### config.mk
export PLATFORM = sky130hd
export DESIGN_NAME = alu_issue_ctrl
export DESIGN_NICKNAME = d
export VERILOG_FILES = /design/src/rtl/alu_issue_ctrl.sv
export SDC_FILE = /design/constraint.sdc
export NUM_CORES = 1
export LEC_CHECK = 0
export ABC_AREA = 1
export CORE_MARGIN = 10
export CORE_UTILIZATION = 43
export DETAILED_ROUTE_END_ITERATION = 6
export GPL_TIMING_DRIVEN = 0
export PLACE_DENSITY = 0.81
export SETUP_SLACK_MARGIN = 0.5
export SLEW_MARGIN = 15
export SYNTH_ARGS = -nofsm -noshare
export SYNTH_HDL_FRONTEND = slang
export SYNTH_SLANG_ARGS = --single-unit
### constraint.sdc
create_clock -name clk -period 1.7 [get_ports clk]
set_input_delay 0.255 -clock clk [delete_from_list [all_inputs] [get_ports clk]]
set_output_delay 0.255 -clock clk [all_outputs]
set_load 0.005 [all_outputs]
### src/rtl/alu_issue_ctrl.sv
// alu_issue_ctrl: issue side of the 32-bit multicycle ALU.
// Decodes a MIPS opcode/funct into an ALU op and operands, registers them so
// the external combinational ALU settles for a full cycle, then captures the
// ALU outputs into a response register held until the consumer takes it.
module alu_issue_ctrl #(
  parameter bit         TRAP_EN  = 1'b1,
  parameter logic [3:0] RESET_OP = 4'b0000
) (
  input  logic        clk,
  input  logic        rst_n,
  input  logic        in_valid,
  output logic        in_ready,
  input  logic [5:0]  opcode,
  input  logic [5:0]  funct,
  input  logic [4:0]  shamt,
  input  logic [15:0] imm16,
  input  logic [31:0] rs_data,
  input  logic [31:0] rt_data,
  output logic [31:0] alu_a,
  output logic [31:0] alu_b,
  output logic [3:0]  alu_op,
  input  logic [31:0] alu_result,
  input  logic        alu_zero,
  input  logic        alu_overflow,
  input  logic        alu_carryout,
  output logic        out_valid,
  input  logic        out_ready,
  output logic [31:0] out_result,
  output logic        out_carry,
  output logic        out_wr_en,
  output logic        out_taken,
  output logic        exc_overflow,
  output logic        exc_illegal
);

  localparam logic [3:0] OP_AND = 4'b0000;
  localparam logic [3:0] OP_OR  = 4'b0001;
  localparam logic [3:0] OP_ADD = 4'b0010;
  localparam logic [3:0] OP_SUB = 4'b0110;
  localparam logic [3:0] OP_SLT = 4'b0111;
  localparam logic [3:0] OP_SLL = 4'b1001;
  localparam logic [3:0] OP_SRL = 4'b1010;

  typedef enum logic [1:0] {
    IDLE = 2'd0,
    EXEC = 2'd1,
    CAPT = 2'd2,
    RESP = 2'd3
  } state_t;

  state_t state_q, state_d;

  logic [31:0] alu_a_q, alu_b_q;
  logic [3:0]  alu_op_q;
  logic        illegal_q, trap_q, wr_q, beq_q, bne_q;

  logic [31:0] res_q;
  logic        carry_q, wr_en_q, taken_q, ovf_q, ill_q;

  logic [31:0] dec_a, dec_b;
  logic [3:0]  dec_op;
  logic        dec_illegal, dec_trap, dec_wr, dec_beq, dec_bne;
  logic [31:0] imm_sext, imm_zext;

  logic accept, consume, cap_ovf, cap_taken;

  assign imm_sext = {{16{imm16[15]}}, imm16};
  assign imm_zext = {16'h0000, imm16};

  assign in_ready  = (state_q == IDLE);
  assign out_valid = (state_q == RESP);
  assign accept    = in_valid & in_ready;
  assign consume   = out_valid & out_ready;

  // Instruction decode: operand selection, ALU op and per-instruction flags
  always_comb begin
    dec_a       = rs_data;
    dec_b       = rt_data;
    dec_op      = OP_AND;
    dec_illegal = 1'b0;
    dec_trap    = 1'b0;
    dec_wr      = 1'b1;
    dec_beq     = 1'b0;
    dec_bne     = 1'b0;
    case (opcode)
      6'h00: begin
        case (funct)
          6'h20: begin dec_op = OP_ADD; dec_trap = 1'b1; end
          6'h21: dec_op = OP_ADD;
          6'h22: begin dec_op = OP_SUB; dec_trap = 1'b1; end
          6'h23: dec_op = OP_SUB;
          6'h24: dec_op = OP_AND;
          6'h25: dec_op = OP_OR;
          6'h2A: dec_op = OP_SLT;
          6'h00: begin dec_a = rt_data; dec_b = {27'b0, shamt}; dec_op = OP_SLL; end
          6'h02: begin dec_a = rt_data; dec_b = {27'b0, shamt}; dec_op = OP_SRL; end
          default: dec_illegal = 1'b1;
        endcase
      end
      6'h08: begin dec_b = imm_sext; dec_op = OP_ADD; dec_trap = 1'b1; end
      6'h09: begin dec_b = imm_sext; dec_op = OP_ADD; end
      6'h0C: begin dec_b = imm_zext; dec_op = OP_AND; end
      6'h0D: begin dec_b = imm_zext; dec_op = OP_OR; end
      6'h0A: begin dec_b = imm_sext; dec_op = OP_SLT; end
      6'h23: begin dec_b = imm_sext; dec_op = OP_ADD; end
      6'h2B: begin dec_b = imm_sext; dec_op = OP_ADD; dec_wr = 1'b0; end
      6'h04: begin dec_op = OP_SUB; dec_wr = 1'b0; dec_beq = 1'b1; end
      6'h05: begin dec_op = OP_SUB; dec_wr = 1'b0; dec_bne = 1'b1; end
      default: dec_illegal = 1'b1;
    endcase
    // Undecodable instructions feed the ALU zeros so nothing toggles for them
    if (dec_illegal) begin
      dec_a    = 32'h0;
      dec_b    = 32'h0;
      dec_op   = OP_AND;
      dec_wr   = 1'b0;
      dec_trap = 1'b0;
    end
  end

  // State register
  always_ff @(posedge clk or negedge rst_n) begin
    if (!rst_n) state_q <= IDLE;
    else        state_q <= state_d;
  end

  // Next-state logic: fixed two-cycle walk from accept to response
  always_comb begin
    state_d = state_q;
    case (state_q)
      IDLE: if (in_valid) state_d = EXEC;
      EXEC: state_d = CAPT;
      CAPT: state_d = RESP;
      RESP: if (out_ready) state_d = IDLE;
      default: state_d = IDLE;
    endcase
  end

  // ALU drive registers: loaded at accept, held through CAPT/RESP, parked when idle
  always_ff @(posedge clk or negedge rst_n) begin
    if (!rst_n) begin
      alu_a_q  <= 32'h0;
      alu_b_q  <= 32'h0;
      alu_op_q <= RESET_OP;
    end else if (accept) begin
      alu_a_q  <= dec_a;
      alu_b_q  <= dec_b;
      alu_op_q <= dec_op;
    end else if (consume) begin
      alu_a_q  <= 32'h0;
      alu_b_q  <= 32'h0;
      alu_op_q <= RESET_OP;
    end
  end

  // Per-instruction control bits remembered for the capture cycle
  always_ff @(posedge clk or negedge rst_n) begin
    if (!rst_n) begin
      illegal_q <= 1'b0;
      trap_q    <= 1'b0;
      wr_q      <= 1'b0;
      beq_q     <= 1'b0;
      bne_q     <= 1'b0;
    end else if (accept) begin
      illegal_q <= dec_illegal;
      trap_q    <= dec_trap;
      wr_q      <= dec_wr;
      beq_q     <= dec_beq;
      bne_q     <= dec_bne;
    end
  end

  assign cap_ovf   = TRAP_EN & trap_q & alu_overflow;
  assign cap_taken = (beq_q & alu_zero) | (bne_q & ~alu_zero);

  // Response register: sampled from the ALU in CAPT, held until consumed
  always_ff @(posedge clk or negedge rst_n) begin
    if (!rst_n) begin
      res_q   <= 32'h0;
      carry_q <= 1'b0;
      wr_en_q <= 1'b0;
      taken_q <= 1'b0;
      ovf_q   <= 1'b0;
      ill_q   <= 1'b0;
    end else if (state_q == CAPT) begin
      res_q   <= illegal_q ? 32'h0 : alu_result;
      carry_q <= illegal_q ? 1'b0 : alu_carryout;
      wr_en_q <= wr_q & ~cap_ovf;
      taken_q <= cap_taken;
      ovf_q   <= cap_ovf;
      ill_q   <= illegal_q;
    end else if (consume) begin
      res_q   <= 32'h0;
      carry_q <= 1'b0;
      wr_en_q <= 1'b0;
      taken_q <= 1'b0;
      ovf_q   <= 1'b0;
      ill_q   <= 1'b0;
    end
  end

  assign alu_a        = alu_a_q;
  assign alu_b        = alu_b_q;
  assign alu_op       = alu_op_q;
  assign out_result   = res_q;
  assign out_carry    = carry_q;
  assign out_wr_en    = wr_en_q;
  assign out_taken    = taken_q;
  assign exc_overflow = ovf_q;
  assign exc_illegal  = ill_q;

endmodule
==> metrics.md, run 1 <==
| Metric | Value |
|---|---|
| Crit-path cells | buf_6 -> inv_6 -> ha_4 -> nand2_4 -> nor2_4 -> nand2_2 -> inv_4 -> buf_12 -> buf_12 -> buf_16 -> nand2_2 -> nand2_1 |
| Drt pass-1 iters | 5 |
| Clock skew | 5.12 ps |
| Setup crit start kind | flip-flop |
| Filler Cell Count | 974 |
| Clock tree buffer depth | 2 |
| DR iter-0 viols | 389 |
| Synth Area in XOR/XNOR | 0% |
| Initial Util | 44.2% |
| CP delay by family, top | buffers and inverters |
| Average cell area after synthesis | 7.38 um^2 |
| Vias per cell | 5.07 |
| Critical Path AT | 1840 ps |
| Via Count | 6329 |
| Synth unique cells | 25 |
| Post-route DRC | 0 |
| Max frequency | 650 MHz |
| Routed len/inst | 17.7 um |
| Status | completed |
| Nets@finish | 1212 |
| TritonCTS clock tree | yes |
| Slew Viols, Final | 0 |
| I/O Pins | 243 |
| DRT antenna net count | 0 |
| DP HPWL | 15700 um |
| Adder-cell share of the synthesized area | 0.670% |
| Synth top area share | 50.0% |
| Synth cell count leaders | 404 x nand2_1, 112 x dfrtp_1, 89 x nand3_1 |
| # rows | 41 |
| Area grow syn2layout | 67.3% |
| Final Cell Area | 9370 um^2 |
| TritonCTS buffer count | 9 |
| Clock Pin Slew Worst Setup and Hold Paths | 70 ps |
| GRT Overall Usage | 22.9% |
| Relative slew margins | 56.1% |
| Max IR drop VDD | 0.000601 V |
| Cell with the most instances after synthesis | nand2_1 |
| Critical path class | reg2reg |
| Root buffer cell | clkbuf_16 |
| Worst-Margin Slew | 659 ps |
| WP depth | 12 |
| Die width | 134 um |
| Minimum clock period | 1540 ps |
| Sequential share of the synthesized area | 50.0% |
| Slowest cell on the critical path | dfrtp_1 |
| Synth area leaders | dfrtp_1 50%, nand2_1 27%, nand3_1 7.9% |
| Final design utilization | 74.0% |
| Lkg Pwr | 0.00528 uW |
| Post-Place Cell Area | 8410 um^2 |
| Final hold violation count | 0 |
| Worst Hold Depth | 4 |
| Mapped cell area | 5600 um^2 |
| Yosys warns | 0 |
| Routed WL | 22200 um |
| Global route total overflow | 0 |
| Main combinational cell family by area after synthesis | simple AND/OR/NAND/NOR gates |
| Period utilisation layout | 90.5% |
| EDFF count, synth | 0 |
| Post-route setup TNS | 0 ps |
| CP Capture Type | flip-flop |
| Die Span Y | 134 um |
| Die area | 18000 um^2 |
| First-pass GRT wire length | 33000 um |
| H-tree depth | 3 |
| # setup viols final | 0 |
| CTS sink cnt | 112 |
| Worst Path Max Fanout | 5 |
| Max-Cap Viols | 0 |
| GPL Wtd Cong | 0.835 |
| PortBufs | 242 |
| Yosys reg bits | 112 |
| Worst EP required | 2000 ps |
| Synthesized instance count | 759 |
| Layout cell share with drive strength beyond 1 | 31.5% |
| Worst-Skew Late Latency | 350 ps |
| Core area | 12700 um^2 |
| Synth Net Count | 898 |
| Largest net degree at the start of global routing | 58 |
| RSZ-0062 raised after global routing | yes |
| Synth Area in Compound Gates | 1.74% |
| Leading area contributor after synthesis | dfrtp_1 |
| Largest stage delay, worst path | 390 ps |
| Power Density | 1130 nW/um^2 |
| Worst Hold Class | in2reg |
| CP bufs+invs | 6 |
| Vias in the first global route | 6247 |
| Asr flop ratio synth | 100% |
| R2R depth | 12 |
| Synth Area in Simple Gates | 41.1% |
| Ys flop type | dfrtp_1 |
| # diodes | 0 |
| Multiplexer area fraction after synthesis | 0.179% |
| Initial antenna violation count | 0 |
## worst register-to-register path, delay by kind of cell, from the launching register on
kind	cells	cell delay, ps
buffers and inverters	6	630
adder cells (fa/ha/maj)	1	140
flip-flops	1	390
AND/OR/NAND/NOR	5	310
## kinds of logic (layout without fill, tap and decap cells)
| kind of cell | Yosys count | in the layout |
|---|---|---|
| AOI/OAI and AO/OA | 18 | 18 |
| adders and majority gates | 3 | 3 |
| and+or+nand+nor | 552 | 552 |
| buffers and inverters | 73 | 391 |
| muxes | 1 | 1 |
| DFF | 112 | 112 |
## final timing paths
kind / start / end / slack (ps)
worst min-delay path: opcode[3] / bne_q / 310
worst min register to register: alu_a[24] / alu_a[24] / 470
max in group asynchronous: rst_n / alu_b[9] / 660
worst max-delay path: state_q[0] / alu_a[10] / 160
min in group asynchronous: rst_n / out_result[20] / 410
worst max register to register: state_q[0] / alu_a[10] / 160
## flip-flops by register name (all words and copies together) (netlist names)
register	flops
beq_q	1
state_q	2
out_taken	1
out_wr_en	1
illegal_q	1
wr_q	1
alu_a	32
bne_q	1
alu_b	32
exc_illegal	1
trap_q	1
exc_overflow	1
out_carry	1
alu_op	4
out_result	32
## placed cells by master, fill, tap and decap left out, types with 11 or more instances in the layout
cell	n
nand3_1	56
nand2_4	12
buf_8	11
buf_4	48
inv_1	12
dfrtp_1	112
nand3_2	31
nand4_1	35
clkdlybuf4s50_1	122
buf_6	14
nand2_1	359
buf_2	108
clkbuf_2	14
clkbuf_16	16
nand2_2	34
## layout make-up
cell class                      instances  area (um^2)  share of cell area, %
Clock inverter                          4         52.6                  0.561
Sequential cell                       112         2800                   29.9
Timing Repair Buffer                  303         2530                   27.0
Inverter                               24          113                   1.20
Tap cell                              172          215                   2.30
Clock buffer                           11          243                   2.59
Multi-Input combinational cell        574         2900                   30.9
Buffer                                 49          513                   5.47
## metal layers
metal | vias to the layer above | global-route usage, % | part of all wire (%)
met4 | 0 | 7.62 | 2.2
met1 | 2997 | 26.9 | 40
met3 | 33 | 7.54 | 8.8
li1 | 3050 | - | -
met2 | 249 | 38.5 | 49
met5 | - | 0 | 0
## through the flow
stage               hold slack (ps)  total power (uW)  std cells  setup WS [ps]
floorplan                     -40.6              5330        759            359
global route                    340             11200       1249           89.5
CTS                             450              9730       1232            156
detailed placement              256              7520       1174           -487
finish                          312             10600       1249            161
global placement                453              7440       1173          -4050
## power breakdown
part           internal [uW]  switching, uW
sequential              3270            326
combinational           2420           2440
clock                   1180            970
## what timing repair did
| item | CTS | global route |
|---|---|---|
| hold buffers | 1 | 0 |
| pin swaps | 18 | 35 |
| endpoints found under the hold margin | 56 | 0 |
| buffers inserted | 38 | 12 |
| gates resized for setup | 505 | 127 |
| cloned | 4 | 5 |
| endpoints found under the setup margin | 219 | 176 |
(Power assumes the default switching activity.)
==> run 2, diff against run 1 <==
Settings changed: ABC_CLOCK_PERIOD_IN_PS from default to 1700, REMOVE_ABC_BUFFERS from default to 1.
==> run 2 against run 1 <==
Effect of this change:
- sequential share of layout area fell by 1.3 points
- first-iteration DRC count up 72%
- clock-buffer cell count is 1 lower
- clock skew grew 0.88 ps
- cell count decreased by 0.40%
- hold slack improved by 93 ps
- die area did not move
- critical path type unchanged
- highest routed layer unchanged
==> metrics.md, run 2 (synthesized netlist as in run 1, its figures left out) <==
| Metric | Value |
|---|---|
| GRT Overall Usage | 27.6% |
| Drt pass-1 iters | 5 |
| DRT antenna net count | 0 |
| Global route total overflow | 0 |
| DP HPWL | 14000 um |
| # setup viols final | 0 |
| Layout cell share with drive strength beyond 1 | 36.1% |
| Most frequent cells in the layout | 325 x nand2_1, 122 x clkdlybuf4s50_1, 111 x dfrtp_1 |
| Reg2reg setup slack | 100 ps |
| Critical Path Start | state_q[0] |
| Nets@finish | 1206 |
| CP Capture Type | flip-flop |
| Post-route setup TNS | 0 ps |
| Max IR drop VDD | 0.00130 V |
| Max-Cap Viols | 0 |
| Minimum clock period | 1600 ps |
| Min-Delay Endpoint | beq_q |
| Worst Path Max Fanout | 8 |
| Final Cell Area | 9820 um^2 |
| Worst Hold Depth | 4 |
| # diodes | 0 |
| Routed WL | 27200 um |
| Filler Cell Count | 893 |
| # rows | 41 |
| Power Density | 1170 nW/um^2 |
| Status | completed |
| Via Count | 6725 |
| Vias in the first global route | 6604 |
| Lkg Pwr | 0.00551 uW |
| First-pass GRT wire length | 38500 um |
| CTS sink cnt | 112 |
| TritonCTS buffer count | 9 |
| Initial antenna violation count | 0 |
| Critical path class | reg2reg |
| Worst Hold Class | in2reg |
| Slew Viols, Final | 0 |
| Largest net degree at the start of global routing | 58 |
| Vias per cell | 5.41 |
| Post-route DRC | 0 |
| Die Span Y | 134 um |
| GPL Wtd Cong | 0.862 |
| Routed len/inst | 21.8 um |
| Final hold violation count | 0 |
| Area grow syn2layout | 75.2% |
| Setup crit start kind | flip-flop |
| TritonCTS clock tree | yes |
| Critical Path AT | 1890 ps |
| Max frequency | 626 MHz |
| Initial Util | 44.2% |
| H-tree depth | 3 |
| Hold Path Origin | opcode[3] |
| Clock skew | 6.00 ps |
| R2R depth | 8 |
| I/O Pins | 243 |
| RSZ-0062 raised after global routing | yes |
| Die width | 134 um |
| DR iter-0 viols | 670 |
| Core area | 12700 um^2 |
| Worst reg2reg path startpoint | state_q[0] |
| Relative slew margins | 59.3% |
| PortBufs | 242 |
| Reg2reg end | alu_b[22] |
| Root buffer cell | clkbuf_16 |
| Clock tree buffer depth | 2 |
| Period utilisation layout | 93.9% |
| Die area | 18000 um^2 |
| Clock Pin Slew Worst Setup and Hold Paths | 70 ps |
| Worst-Margin Slew | 609 ps |
| Worst-Skew Late Latency | 360 ps |
| Post-Place Cell Area | 8080 um^2 |
| Most common cell after layout, fill and taps aside | nand2_1 |
| Worst EP required | 1990 ps |
-- run 2: cell types whose count changed in the layout (fill, tap and decap cells not counted), moves of 10 or more --
cell / delta
nand2_1: -34
nand2_2: +20
nand3_1: -16
clkbuf_2: -13
nand3_2: +10
-- run 2: metal layers --
layer	routed length [um]	global-route usage (%)
met5	0	0
met4	1050	10.5
met3	1920	4.78
met2	13800	47.7
met1	10400	33.4
-- run 2: how the worst max path moves through the flow --
stage	cells after the start	end
3_3_place_gp	1	alu_a[0]
3_5_place_dp	12	alu_b[13]
2_1_floorplan	8	alu_b[0]
6_report	8	alu_b[22]
4_1_cts	8	alu_a[25]
5_1_grt	8	alu_a[9]
-- run 2: worst max-delay path, stage by stage (launching register included) --
cell and delay, ps:
dfrtp_1 400, inv_2 100, ha_4 180, nand2_8 70, nor2_4 270, nand2_8 210, inv_8 160, nand2_1 60
nand2_1 60
-- run 2: layout make-up --
class	count	area (um^2)	share of cell area, %
clock inverters	6	68.8	0.701
multi-input cells	577	3310	33.7
well taps	172	215	2.19
repair buffers	325	2820	28.7
inverters	24	158	1.61
flip-flops and latches	112	2800	28.6
clock buffers	10	229	2.33
repair inverters	18	214	2.18
-- run 2: stage by stage --
step           hold WS [ps]  std cells  utilization (%)  total power (uW)  setup WS [ps]
4_1_cts                 374       1225             72.7             10500            171
6_report                404       1244             77.5             11500            103
2_1_floorplan         -40.6        710                -              4970           -758
5_1_grt                 410       1244             77.5             11900           65.0
3_3_place_gp            460       1124             63.0              7090          -4090
3_5_place_dp            260       1127             63.7              7180          -1360
-- run 2: what timing repair did --
| action | CTS | global route |
|---|---|---|
| gates cloned | 21 | 3 |
| endpoints found under the setup margin | 219 | 162 |
| resized for setup | 594 | 108 |
| hold buffers | 1 | 0 |
| buffers inserted | 60 | 16 |
| hold endpoints to repair | 56 | 0 |
| pin swaps | 48 | 54 |
-- run 2: power breakdown --
group / switching, uW / total (uW) / internal (uW) / leakage (uW)
combinational: 3140 / 5620 / 2480 / 0.00383
sequential: 374 / 3650 / 3280 / 0.00154
clock: 1040 / 2190 / 1150 / 0.000143
total: 4540 / 11500 / 6910 / 0.00551
